File: config.mk
export PLATFORM = sky130hd
export DESIGN_NAME = flux_rr_scheduler
export DESIGN_NICKNAME = d
export VERILOG_FILES = /design/src/rtl/flux_rr_scheduler.sv
export SDC_FILE = /design/constraint.sdc
export NUM_CORES = 1
export LEC_CHECK = 0
export ABC_AREA = 0
export BUFFER_PORTS_ARGS = -buffer_cell sky130_fd_sc_hd__buf_2
export CAP_MARGIN = 10
export CORE_AREA = 5 5 42 44
export DETAILED_ROUTE_END_ITERATION = 7
export DIE_AREA = 0 0 47 49
export HOLD_SLACK_MARGIN = 0.02
export PLACE_DENSITY_LB_ADDON = 0.15
export SETUP_SLACK_MARGIN = 0.15
export SYNTH_ARGS = -nofsm -noshare
export SYNTH_HDL_FRONTEND = slang
export SYNTH_SLANG_ARGS = --single-unit
File: constraint.sdc
create_clock -name clk -period 1.5 [get_ports clk]
set_clock_uncertainty 0.2 [all_clocks]
set_input_delay 0.15 -clock clk [delete_from_list [all_inputs] [get_ports clk]]
set_output_delay 0.15 -clock clk [all_outputs]
set_load 0.01 [all_outputs]
File: src/rtl/flux_rr_scheduler.sv
// rtl/flux_rr_scheduler.sv - round-robin burst scheduler sharing one actor among FLUX fluxes (option: FLUX_FIXED_PRIO_EN)
//
// FLUX_FIXED_PRIO_EN defined  : fixed priority, lowest index wins, no burst limit.
// FLUX_FIXED_PRIO_EN undefined: round-robin with a MAX_BURST firing limit per grant.
module flux_rr_scheduler #(
  parameter int FLUX      = 2,
  parameter int TAG_WIDTH = $clog2(FLUX),
  parameter int MAX_BURST = 4,
  parameter int CNT_WIDTH = $clog2(MAX_BURST + 1)
) (
  input  logic                 clk,
  input  logic                 rst_n,
  input  logic                 enable,
  input  logic [FLUX-1:0]      opa_empty,
  input  logic [FLUX-1:0]      opb_empty,
  input  logic [FLUX-1:0]      res_full,
  output logic [FLUX-1:0]      read_a,
  output logic [FLUX-1:0]      read_b,
  output logic                 write,
  output logic [TAG_WIDTH-1:0] grant_tag,
  output logic                 busy
);

  typedef enum logic {
    IDLE  = 1'b0,
    SERVE = 1'b1
  } state_t;

  state_t               state;
  logic [FLUX-1:0]      ready;
  logic                 grant_ready;
  logic                 fire;
  logic                 any_ready;
  logic [TAG_WIDTH-1:0] scan_idx;

`ifndef FLUX_FIXED_PRIO_EN
  logic [TAG_WIDTH-1:0] rr_ptr;
  logic [CNT_WIDTH-1:0] burst_cnt;
  logic [TAG_WIDTH-1:0] next_tag;
  logic                 burst_last;
`endif

  // A flux may fire only with both operands present and room for the result
  assign ready = ~opa_empty & ~opb_empty & ~res_full;

  // Readiness of the currently granted flux, selected without a variable index
  always_comb begin
    grant_ready = 1'b0;
    for (int i = 0; i < FLUX; i++) begin
      if (grant_tag == TAG_WIDTH'(i)) begin
        grant_ready = ready[i];
      end
    end
  end

  // Firing is purely combinational so strobes vanish the moment state leaves SERVE
  assign fire  = (state == SERVE) && enable && grant_ready;
  assign write = fire;
  assign busy  = (state == SERVE);

  // One-hot read strobes for the granted flux; both operand banks pop together
  always_comb begin
    read_a = '0;
    for (int i = 0; i < FLUX; i++) begin
      read_a[i] = fire && (grant_tag == TAG_WIDTH'(i));
    end
  end

  assign read_b = read_a;

  // Pick the first ready flux; round-robin scans from rr_ptr upward, then wraps to 0
  always_comb begin
    any_ready = 1'b0;
    scan_idx  = '0;
`ifndef FLUX_FIXED_PRIO_EN
    for (int i = 0; i < FLUX; i++) begin
      if (!any_ready && ready[i] && (TAG_WIDTH'(i) >= rr_ptr)) begin
        any_ready = 1'b1;
        scan_idx  = TAG_WIDTH'(i);
      end
    end
`endif
    for (int i = 0; i < FLUX; i++) begin
      if (!any_ready && ready[i]) begin
        any_ready = 1'b1;
        scan_idx  = TAG_WIDTH'(i);
      end
    end
  end

`ifndef FLUX_FIXED_PRIO_EN
  // Rotation target after a grant ends; explicit wrap keeps non-power-of-2 FLUX in range
  assign next_tag   = (grant_tag == TAG_WIDTH'(FLUX - 1)) ? '0 : grant_tag + 1'b1;
  assign burst_last = (burst_cnt == CNT_WIDTH'(MAX_BURST - 1));

  // Grant FSM: lock onto one flux for up to MAX_BURST firings, then rotate
  always_ff @(posedge clk or negedge rst_n) begin
    if (!rst_n) begin
      state     <= IDLE;
      grant_tag <= '0;
      rr_ptr    <= '0;
      burst_cnt <= '0;
    end else begin
      case (state)
        IDLE: begin
          if (enable && any_ready) begin
            grant_tag <= scan_idx;
            burst_cnt <= '0;
            state     <= SERVE;
          end
        end
        SERVE: begin
          if (fire && !burst_last) begin
            burst_cnt <= burst_cnt + 1'b1;
          end else begin
            rr_ptr    <= next_tag;
            burst_cnt <= '0;
            state     <= IDLE;
          end
        end
        default: begin
          state <= IDLE;
        end
      endcase
    end
  end
`else
  // Grant FSM: lowest ready index wins and holds the actor until it stops firing
  always_ff @(posedge clk or negedge rst_n) begin
    if (!rst_n) begin
      state     <= IDLE;
      grant_tag <= '0;
    end else begin
      case (state)
        IDLE: begin
          if (enable && any_ready) begin
            grant_tag <= scan_idx;
            state     <= SERVE;
          end
        end
        SERVE: begin
          if (!fire) begin
            state <= IDLE;
          end
        end
        default: begin
          state <= IDLE;
        end
      endcase
    end
  end
`endif

endmodule

**Word-level counts from Yosys, hierarchy flattened**

Index checks and enable logic that the tools add are counted.

- Bits in registers: 6
- Output and inout port bits: 7
- Input port bits: 9

- Muxes and demuxes: 15
- $add $sub $neg: 2
- Reduce and logical (&&, ||, !) cells: 17
- Eq/ne operators: 2
- Bitwise gates (word level): 8
- Magnitude comparators: 2

Operators with widths:

| operator | number |
|---|---|
| logical AND 1 bit | 11 |
| 2-to-1 mux 1 bit | 11 |
| 2-to-1 mux 3 bit | 2 |
| inverter 2 bit | 3 |
| one-hot mux 3 bit (2 select lines) | 1 |
| bitwise AND 2 bit | 2 |
| zero test 1 bit | 4 |
| AND reduction 2 bit | 2 |
| adder 3 x 1 -> 3 bit (second input constant) | 1 |
| equality test 3 x 2 -> 1 bit (second input constant) | 1 |
| inverter 1 bit | 3 |
| >= comparator 1 bit (first input constant) | 2 |
| != test 2 bit (second input constant) | 1 |
| one-hot mux 1 bit (2 select lines) | 1 |
| adder 1 bit (second input constant) | 1 |

**Logic depth before layout (Yosys ltp)**

Gate-level depths: netlist of the first run.

- Depth after elaboration: 18
- Mapped depth: 5

**Least setup slack after synthesis of the first run**

Ideal clock, no wire load.

- Path kind: register to output
- Start: reg grant_tag
- End: out read_b[1]
- Data required time: 1150 ps
- Arrival time: 1360 ps
- Path slack: -210 ps
- Cell stages (with the launch flop): 5
- Buffers on the path: 1
- Cells stage by stage: dfrtp_1 nor4_4 o211ai_4 nor2_1 buf_4

- Word-level cells in the longest chain between the ends: 3

RTL lines:

| item | RTL line | RTL |
|---|---|---|
| from (decl) | 20 | `output logic [TAG_WIDTH-1:0] grant_tag,` |
| from (signal assigned) | 107 | `grant_tag <= scan_idx;` |
| 2-to-1 mux 1 bit | 50 | `if (grant_tag == TAG_WIDTH'(i)) begin` |
| logical AND 1 bit | 57 | `assign fire = (state == SERVE) && enable && grant_ready;` |
| logical AND 1 bit (*) | 65 | `read_a[i] = fire && (grant_tag == TAG_WIDTH'(i));` |
| to (decl) | 18 | `output logic [FLUX-1:0] read_b,` |

Every way passes the cells marked *; elsewhere a longest branch is shown, timed or not.

**Final worst setup path of the first run**

Same ends and word-level chain as after synthesis.

==> results of run 1 <==
==> power by group through the flow <==
stage	Combinational (mW)	Clock, mW	Sequential (mW)
CTS	0.122	0.170	0.203
global route	0.132	0.187	0.205
global placement	0.107	0	0.208
detailed placement	0.107	0	0.207
finish	0.121	0.161	0.204
floorplan	0.0470	0	0.212
==> logic make-up after synthesis <==
kind of cell             count (synthesis)  synth area share (%)
AO/OA/AOI/OAI                           11                 25.00
adder cells (fa/ha/maj)                  2                 6.097
buffers and inverters                    8                 9.145
flip-flops                               6                 36.58
AND/OR/NAND/NOR                         13                 23.17
==> cell usage in the layout, fill, tap and decap left out, types with 2 or more instances in the layout <==
master and instances:
sky130_fd_sc_hd__buf_2 15, sky130_fd_sc_hd__buf_4 7, sky130_fd_sc_hd__inv_1 5, sky130_fd_sc_hd__dfrtp_1 5, sky130_fd_sc_hd__nand2_1 4, sky130_fd_sc_hd__clkbuf_4 3
sky130_fd_sc_hd__nor2_4 2, sky130_fd_sc_hd__nor3_1 2, sky130_fd_sc_hd__o32ai_1 2
==> state kept, by name, indices dropped and copies added, names as in the netlist <==
name,cells
rr_ptr,1
busy,1
burst_cnt,3
grant_tag,1
==> layer usage <==
metal	vias to the layer above	track usage (%)	part of all wire, %
li1	194	-	-
met1	176	12.53	47
met2	9	14.03	48
met3	0	6.642	4.5
met4	0	1.382	0
met5	-	0	0
==> cell usage after synthesis <==
library cell and number:
sky130_fd_sc_hd__nor3_1 2, sky130_fd_sc_hd__o2111ai_1 1, sky130_fd_sc_hd__or2_2 1, sky130_fd_sc_hd__nor4_4 1, sky130_fd_sc_hd__a21oi_1 1, sky130_fd_sc_hd__o21ai_0 1
sky130_fd_sc_hd__ha_1 2, sky130_fd_sc_hd__nor2b_1 1, sky130_fd_sc_hd__o21a_1 1, sky130_fd_sc_hd__nand2_1 4, sky130_fd_sc_hd__o21ai_1 1, sky130_fd_sc_hd__a311o_1 1
sky130_fd_sc_hd__o211ai_4 1, sky130_fd_sc_hd__buf_4 2, sky130_fd_sc_hd__o32ai_1 2, sky130_fd_sc_hd__o32ai_2 1, sky130_fd_sc_hd__nand3_1 1, sky130_fd_sc_hd__dfrtp_1 6
sky130_fd_sc_hd__a31oi_1 1, sky130_fd_sc_hd__nor2_1 2, sky130_fd_sc_hd__nor4b_4 1, sky130_fd_sc_hd__inv_1 6
==> stage by stage <==
step	total power [mW]	worst slack (ns)	cells	hold WS, ns	util [%]
floorplan	0.2592	-0.02416	40	-0.3456	-
global placement	0.3148	0.04665	72	-0.2193	39.02
detailed placement	0.3142	0.03976	72	-0.2184	39.02
CTS	0.4957	-0.1978	81	0.05061	43.75
global route	0.5240	-0.2717	81	0.05604	43.93
finish	0.4862	-0.1577	81	0.04970	43.93
==> what timing repair did <==
action,in CTS,in global routing
buffers inserted,4,0
pin swaps,1,1
endpoints found under the hold margin,6,0
gates resized for setup,1,1
hold buffers,1,0
endpoints found under the setup margin,10,11
==> final cells by class <==
class,instances,area [sq um]
sequential,6,151.4
multi-input combinational,26,255.2
timing repair buffer,23,137.6
clock buffer,4,26.28
inverter,6,25.02
fill,149,785.8
tap,16,20.02
==> worst max-delay path, stage by stage, from the launching register on <==
cell and delay (ns):
sky130_fd_sc_hd__dfrtp_2 0.41, sky130_fd_sc_hd__nor4b_4 0.28, sky130_fd_sc_hd__o211ai_4 0.15, sky130_fd_sc_hd__nor2_4 0.10, sky130_fd_sc_hd__buf_2 0.13
==> final timing paths <==
kind | start | to | depth (start not counted)
hold / removal | rst_n | burst_cnt[0] | 2
setup reg to reg | grant_tag | burst_cnt[0] | 4
hold reg to reg | rr_ptr | rr_ptr | 2
max in group asynchronous | rst_n | grant_tag | 2
min in group clk | enable | rr_ptr | 3
setup / recovery | grant_tag | read_b[1] | 4
==> out/qor.txt, run 1 <==
net total in the final layout -> 77
share of total power in the clock network -> 33.2%
total global routing overflow -> 0
Pwr per Cell Area -> 789.8 nW/um^2
Initial Utilization -> 29.29%
Via-to-Cell Ratio -> 4.679
DRC viols -> 0
number of standard cells after synthesis -> 40
fraction of layout instances using a drive strength above 1 -> 55.38%
library cell with the largest summed area after synthesis -> sky130_fd_sc_hd__dfrtp_1
Worst Setup Path Type -> flip-flop to output port
Sink Count -> 6
sequential share of power -> 42.0%
Routed Wire Length -> 983 microns
warning count from the yosys run -> 0
HPWL Detailed -> 798.2 microns
Clock transition at path regs -> 0.05 ns
min cycle time layout -> 1.658 ns
Mapped Avg Cell Area -> 10.26 sq um
library cell used as clock root buffer -> sky130_fd_sc_hd__clkbuf_4
Unique masters post-synth -> 22
Skew-Pair Late Insertion Delay -> 0.25 ns
highest ir drop seen on vdd -> 616.9 uV
H-tree level count -> 1
maximum fanout encountered on the critical timing path -> 4
antenna diode instance count -> 0
initial antenna violation count -> 0
FF+latch count, synth -> 6
CTS buffer count -> 3
run status -> finished with violations
count of vias placed by the detailed router -> 379
share of the yosys chip area belonging to registers -> 36.59%
number of hold-slack violations in the final timing report -> 0
Worst Setup End Kind -> output port
largest net degree at the start of global routing -> 7
wire length per cell -> 12.14 microns
class of the worst hold path -> input pin to asynchronous set/reset pin
routability congestion estimate from global placement -> 0.7252
WP data required -> 1.15 ns
Area growth syn-to-layout -> 50.00%
number of global-route vias before repair -> 405
floorplan core area -> 1401 sq um
combinational cell fraction of total power -> 24.8%
CP Data Arrival Time -> 1.31 ns
P_int -> 0.3434 mW
nets in the synthesized netlist -> 51
Slew @ Worst Pin -> 0.3783 ns
final number of max-transition violations -> 0
setup slack, reg-to-reg -> -0.03 ns
Die ar. -> 2303 sq um
accumulated negative setup slack -> -0.7838 ns
Starting DRT DRC Count -> 4
maximum clock frequency -> 603.3 MHz
startpoint kind of the worst setup timing path -> flip-flop
TritonCTS clock tree -> yes
static leakage power -> 0.2838 nW
width of the die -> 47 microns
ports placed on the boundary -> 16
portion of synthesized cell area occupied by the leading cell type -> 36.59%
post-route cell area -> 615.6 sq um
violations in the final reports -> setup timing
main area contributors after synthesis -> sky130_fd_sc_hd__dfrtp_1 37%, sky130_fd_sc_hd__ha_1 6.1%, sky130_fd_sc_hd__nor4b_4 5.8%, sky130_fd_sc_hd__inv_1 5.5%, sky130_fd_sc_hd__nor4_4 5.2%
count of final setup violators -> 6
setup ws final -> -0.1577 ns
unrepaired setup endpoints after global routing -> true
Antenna Violating Nets Remaining -> 0
first-pass GRT wire length -> 1635 microns
Total GRT Usage -> 9.844%
normalized max-slew margin -> 74.58%
Pre-antenna DRT Iters -> 4
switching power of the nets -> 0.1427 mW
count of standard-cell rows -> 14
mapped cell area -> 410.4 sq um
Die Height -> 49 microns
maximum number of buffers from clock root to sink -> 2
max cap viols -> 0
Period Utilization, post-route -> 110.5%
Port-buffer cells -> 15
fraction of power spent switching nets -> 29.36%
DP Area -> 546.8 sq um
(Power assumes the default switching activity.)
==> inputs of run 2 (changes only) <==
Settings changed: BUFFER_PORTS_ARGS -buffer_cell sky130_fd_sc_hd__buf_2 to default, DONT_BUFFER_PORTS from default to 1, SKIP_LAST_GASP from default to 1, SLEW_MARGIN from default to 15.
==> out/qor.txt, run 2 (synthesis results as in run 1) <==
antenna diode instance count -> 0
static leakage power -> 0.2313 nW
footprint of the multi-input gates -> 260.3 sq um
normalized max-slew margin -> 74.61%
maximum number of buffers from clock root to sink -> 2
Die Height -> 49 microns
class of the worst hold path -> input pin to asynchronous set/reset pin
Seq. cell area -> 151.4 sq um
Reg with most FFs -> burst_cnt
maximum fanout encountered on the critical timing path -> 4
count of filler cells inserted in the layout -> 147
TritonCTS clock tree -> yes
width of the die -> 47 microns
highest ir drop seen on vdd -> 527.2 uV
unrepaired setup endpoints after global routing -> true
WP data required -> 1.15 ns
routability congestion estimate from global placement -> 0.7400
number of hold-slack violations in the final timing report -> 0
Via-to-Cell Ratio -> 5.174
max cap viols -> 0
DRC viols -> 0
count of vias placed by the detailed router -> 357
startpoint kind of the worst setup timing path -> flip-flop
Total GRT Usage -> 10.40%
floorplan core area -> 1401 sq um
Slew @ Worst Pin -> 0.3779 ns
P_int -> 0.3422 mW
run status -> finished with violations
Starting DRT DRC Count -> 17
Clock transition at path regs -> 0.05 ns
combinational cell fraction of total power -> 23.9%
count of final setup violators -> 6
commonest non-fill, non-tap cell in the layout -> sky130_fd_sc_hd__buf_4
fraction of layout instances using a drive strength above 1 -> 41.51%
Skew-Pair Late Insertion Delay -> 0.25 ns
ports placed on the boundary -> 16
Worst Setup End Kind -> output port
flip-flop count of the largest register, all copies and words added -> 3
Pwr per Cell Area -> 838.4 nW/um^2
Port-buffer cells -> 0
commonest non-fill, non-tap cells in the layout -> 7 x sky130_fd_sc_hd__buf_4, 5 x sky130_fd_sc_hd__inv_1, 5 x sky130_fd_sc_hd__dfrtp_1
Worst Setup Path Type -> flip-flop to output port
post-placement setup slack -> 0.05285 ns
Initial Utilization -> 29.29%
violations in the final reports -> setup timing
count of standard-cell rows -> 14
largest net degree at the start of global routing -> 7
sequential share of power -> 41.6%
Area growth syn-to-layout -> 39.63%
cell with the biggest individual delay on the critical path -> sky130_fd_sc_hd__dfrtp_2
switching power of the nets -> 0.1382 mW
Sink Count -> 6
fraction of power spent switching nets -> 28.77%
CP Data Arrival Time -> 1.29 ns
total global routing overflow -> 0
HPWL Detailed -> 750.3 microns
Routed Wire Length -> 994 microns
maximum clock frequency -> 610.2 MHz
Period Utilization, post-route -> 109.3%
share of total power in the clock network -> 34.5%
H-tree level count -> 1
Die ar. -> 2303 sq um
number of global-route vias before repair -> 361
Pre-antenna DRT Iters -> 4
CTS buffer count -> 3
final number of max-transition violations -> 0
library cell used as clock root buffer -> sky130_fd_sc_hd__clkbuf_4
setup ws final -> -0.1388 ns
net total in the final layout -> 65
first-pass GRT wire length -> 1676 microns
cell breakdown of the critical path -> nor4b_4, o211ai_4, nor2_4
Antenna Violating Nets Remaining -> 0
wire length per cell -> 14.41 microns
accumulated negative setup slack -> -0.7340 ns
overall power consumption -> 0.4804 mW
initial antenna violation count -> 0
min cycle time layout -> 1.639 ns
Max stage delay on crit path -> 0.39 ns
[run 2: changes by cell type in the layout (fill, tap and decap cells not counted)]
| cell | delta |
|---|---|
| sky130_fd_sc_hd__inv_4 | -1 |
| sky130_fd_sc_hd__nor3_2 | +1 |
| sky130_fd_sc_hd__dlygate4sd3_1 | +3 |
| sky130_fd_sc_hd__inv_2 | +1 |
| sky130_fd_sc_hd__nor3_1 | -1 |
| sky130_fd_sc_hd__buf_2 | -15 |
[run 2: worst max-delay path, delay by kind of cell, from the launching register on]
family,cells,cell delay (ns)
flops,1,0.39
compound gates,1,0.17
simple gates,2,0.48
[run 2: path summary, 6_finish.rpt]
kind,endpoint,from,slack [ns],cells after the start
hold reg to reg,rr_ptr,rr_ptr,0.34,2
max in group asynchronous,grant_tag,rst_n,0.83,1
min in group clk,busy,enable,0.04,3
setup / recovery,read_b[0],grant_tag,-0.14,3
setup reg to reg,burst_cnt[0],grant_tag,-0.08,4
hold / removal,busy,rst_n,0.02,1
[run 2: through the flow]
stage,cell area [sq um],utilization (%),hold slack [ns],std cells
2_1_floorplan,447.9,-,-0.3456,40
3_3_place_gp,471.7,33.66,-0.3454,57
3_5_place_dp,471.7,33.66,-0.3453,57
4_1_cts,568.0,40.54,0.02223,69
5_1_grt,573.1,40.89,0.04342,69
6_report,573.1,40.89,0.02127,69
[run 2: final cells by class]
type / instances / area share (%)
flip-flops and latches: 6 / 26.42
repair buffers: 11 / 16.16
clock buffers: 4 / 4.585
inverters: 6 / 3.930
well taps: 16 / 3.493
multi-input cells: 26 / 45.41
[run 2: metal layers]
metal / part of all wire, % / global-route usage, % / wire (microns)
met1: 38 / 11.83 / 382
met4: 1.4 / 5.530 / 14
met3: 4.4 / 2.952 / 44
met5: 0 / 0 / 0
met2: 56 / 16.74 / 552
[run 2: power by group through the flow]
stage          logic, mW  registers [mW]  clock network, mW
6_report           0.115           0.200              0.166
2_1_floorplan     0.0470           0.212                  0
4_1_cts            0.114           0.199              0.168
3_3_place_gp      0.0871           0.204                  0
3_5_place_dp      0.0888           0.204                  0
5_1_grt            0.125           0.203              0.181
[run 2: repair_timing]
action / 4_1_cts / 5_1_grt
pin swaps: 2 / 1
buffers inserted: 4 / 0
hold endpoints to repair: 11 / 0
gates cloned: 0 / 0
gates resized for setup: 1 / 1
hold buffers: 4 / 0
endpoints found under the setup margin: 9 / 11
==> inputs of run 3 (changes only) <==
Settings changed: ABC_AREA 0 to 1, CTS_CLUSTER_DIAMETER from default to 40.
==> out/qor.txt, run 3 <==
run status -> finished with violations
violations in the final reports -> setup timing
post-placement setup slack -> 0.07073 ns
post-synthesis simple-gate area fraction -> 36.53%
fraction of layout instances using a drive strength above 1 -> 58.06%
number of cells in the finished layout apart from fillers -> 78
nets in the synthesized netlist -> 60
Worst R2R Path Depth -> 7
routed wl met2 -> 420 microns
wire length on met1 -> 317 microns
count of final setup violators -> 2
dominant combinational cell family by area after synthesis -> simple AND/OR/NAND/NOR gates
post-route cell area -> 575.6 sq um
portion of synthesized cell area occupied by the leading cell type -> 37.15%
Die ar. -> 2303 sq um
share of the synthesized area in compound gates (AO/OA/AOI/OAI) -> 7.740%
normalized max-slew margin -> 82.95%
Unique masters post-synth -> 19
FF+latch count, synth -> 6
TritonCTS clock tree -> yes
main area contributors after synthesis -> sky130_fd_sc_hd__dfrtp_1 37%, sky130_fd_sc_hd__nand2_1 10%, sky130_fd_sc_hd__nand2_2 9.3%, sky130_fd_sc_hd__ha_1 6.2%, sky130_fd_sc_hd__nand4_4 5.3%
WP data required -> 1.15 ns
final number of max-transition violations -> 0
initial antenna violation count -> 0
startpoint kind of the worst setup timing path -> flip-flop
class of the worst hold path -> input pin to flip-flop
Skew-Pair Late Insertion Delay -> 0.24 ns
min cycle time layout -> 1.514 ns
warning count from the yosys run -> 0
fraction of synthesized area in multiplexers -> 0%
overall power consumption -> 0.4313 mW
Period Utilization, post-route -> 100.9%
net total in the final layout -> 74
Mapped Avg Cell Area -> 8.248 sq um
Pwr per Cell Area -> 749.4 nW/um^2
Clock transition at path regs -> 0.05 ns
Slew @ Worst Pin -> 0.2549 ns
critical hold path startpoint -> enable
Port-buffer cells -> 0
CTS buffer count -> 3
static leakage power -> 0.2630 nW
worst r2r src -> burst_cnt[1]
Post-synth top flop -> sky130_fd_sc_hd__dfrtp_1
share of the yosys chip area belonging to registers -> 37.15%
post-route core utilization -> 41.07%
number of enable flip-flop cells after synthesis -> 0
flip-flop count of the largest register, all copies and words added -> 3
post-synthesis adder-cell area fraction -> 6.192%
number of standard cells after synthesis -> 49
setup slack, reg-to-reg -> 0.13 ns
ports placed on the boundary -> 16
number of hold-slack violations in the final timing report -> 0
wire length per cell -> 10.19 microns
top routing layer used -> met4
library cell with the largest summed area after synthesis -> sky130_fd_sc_hd__dfrtp_1
Worst Hold Depth -> 3
xor/xnor cell area share of the yosys netlist -> 0%
routability congestion estimate from global placement -> 0.7302
number of global-route vias before repair -> 306
Reg with most FFs -> burst_cnt
Die Height -> 49 microns
count of vias placed by the detailed router -> 336
Initial Utilization -> 28.84%
maximum number of buffers from clock root to sink -> 2
reg-to-reg endpoint -> rr_ptr
mapped cell area -> 404.1 sq um
unrepaired setup endpoints after global routing -> true
cell with the biggest individual delay on the critical path -> sky130_fd_sc_hd__dfrtp_2
worst hold slack -> 0.04314 ns
antenna diode instance count -> 0
count of filler cells inserted in the layout -> 157
accumulated negative setup slack -> -0.02770 ns
maximum clock frequency -> 660.6 MHz
commonest non-fill, non-tap cells in the layout -> 10 x sky130_fd_sc_hd__nand2_1, 8 x sky130_fd_sc_hd__buf_4, 5 x sky130_fd_sc_hd__nand2_2, 5 x sky130_fd_sc_hd__dfrtp_1, 4 x sky130_fd_sc_hd__inv_1
crit-path most repeated cell -> sky130_fd_sc_hd__nand2_2
DP Area -> 439.2 sq um
CP Data Arrival Time -> 1.16 ns
count of standard-cell rows -> 14
cell breakdown of the critical path -> nand2_2, nand2_4, nor2_4, nand2_2, inv_4
H-tree level count -> 1
Pre-antenna DRT Iters -> 2
width of the die -> 47 microns
library cell used as clock root buffer -> sky130_fd_sc_hd__clkbuf_4
largest net degree at the start of global routing -> 7
Worst Setup Path Type -> flip-flop to output port
max cap viols -> 0
maximum fanout encountered on the critical timing path -> 6
Worst Setup End Kind -> output port
highest ir drop seen on vdd -> 402.5 uV
total global routing overflow -> 0
Antenna Violating Nets Remaining -> 0
Async S/R FF share, synth -> 100.0%
wire length on met3 -> 45 microns
Routed Wire Length -> 795 microns
Total GRT Usage -> 7.649%
DRC viols -> 0
HPWL Detailed -> 593 microns
number of cells in the design after placement -> 66
Max stage delay on crit path -> 0.47 ns
Starting DRT DRC Count -> 3
Sink Count -> 6
leading post-synthesis cells by instance count -> 11 x sky130_fd_sc_hd__nand2_1, 6 x sky130_fd_sc_hd__dfrtp_1, 6 x sky130_fd_sc_hd__nand2_2
floorplan core area -> 1401 sq um
most frequent cell after synthesis -> sky130_fd_sc_hd__nand2_1
commonest non-fill, non-tap cell in the layout -> sky130_fd_sc_hd__nand2_1
setup ws final -> -0.01385 ns
Worst Hold End -> busy
Via-to-Cell Ratio -> 4.308
first-pass GRT wire length -> 1200 microns
Area growth syn-to-layout -> 42.41%
## run 3: changes by cell type after synthesis, sizes merged, moves of 2 or more
cell	previous run	this run
o32ai	3	0
o21ai	2	4
nand2	4	17
nor2	2	4
clkinv	0	2
## run 3: cell families (layout without fill, tap and decap cells)
logic type      Yosys count  in the layout
fa+ha+maj                 2              2
flops                     6              6
buf+inv                  11             24
compound gates            5              5
simple gates             25             25
## run 3: power by group
part / total (mW) / internal [mW] / switching (mW)
logic: 0.0847 / 0.0379 / 0.0468
clock network: 0.156 / 0.101 / 0.0555
registers: 0.190 / 0.176 / 0.0140
## run 3: worst max path at each step
stage	startpoint	to	slack, ns
finish	grant_tag	read_b[1]	-0.01
global route	grant_tag	read_a[1]	-0.06
CTS	grant_tag	read_b[1]	-0.07
detailed placement	burst_cnt[0]	rr_ptr	0.07
global placement	burst_cnt[0]	rr_ptr	0.06
floorplan	burst_cnt[0]	rr_ptr	0.14
## run 3: worst max-delay path: cells and delay by family (launching register included)
kind	cells	cell delay (ns)
DFF	1	0.47
buffers and inverters	1	0.08
and+or+nand+nor	4	0.37
## run 3: repair_timing
action                                 4_1_cts  5_1_grt
endpoints found under the hold margin        7        0
pin swaps                                    4        2
resized for setup                            5        5
hold buffers                                 3        0
setup endpoints to repair                    8        8
setup buffers                                4        1
## run 3: layout make-up
class                   instances  area (sq um)  area share (%)
flip-flops and latches          6         151.4           26.30
clock buffers                   4         26.28           4.565
repair buffers                 11         90.09           15.65
well taps                      16         20.02           3.478
inverters                       9         38.79           6.739
multi-input cells              32         249.0           43.26
## run 3: layer usage
layer	up-vias	GRT usage (%)
met5	-	0
li1	176	-
met2	7	11.54
met4	0	8.756
met3	2	1.107
met1	151	7.830
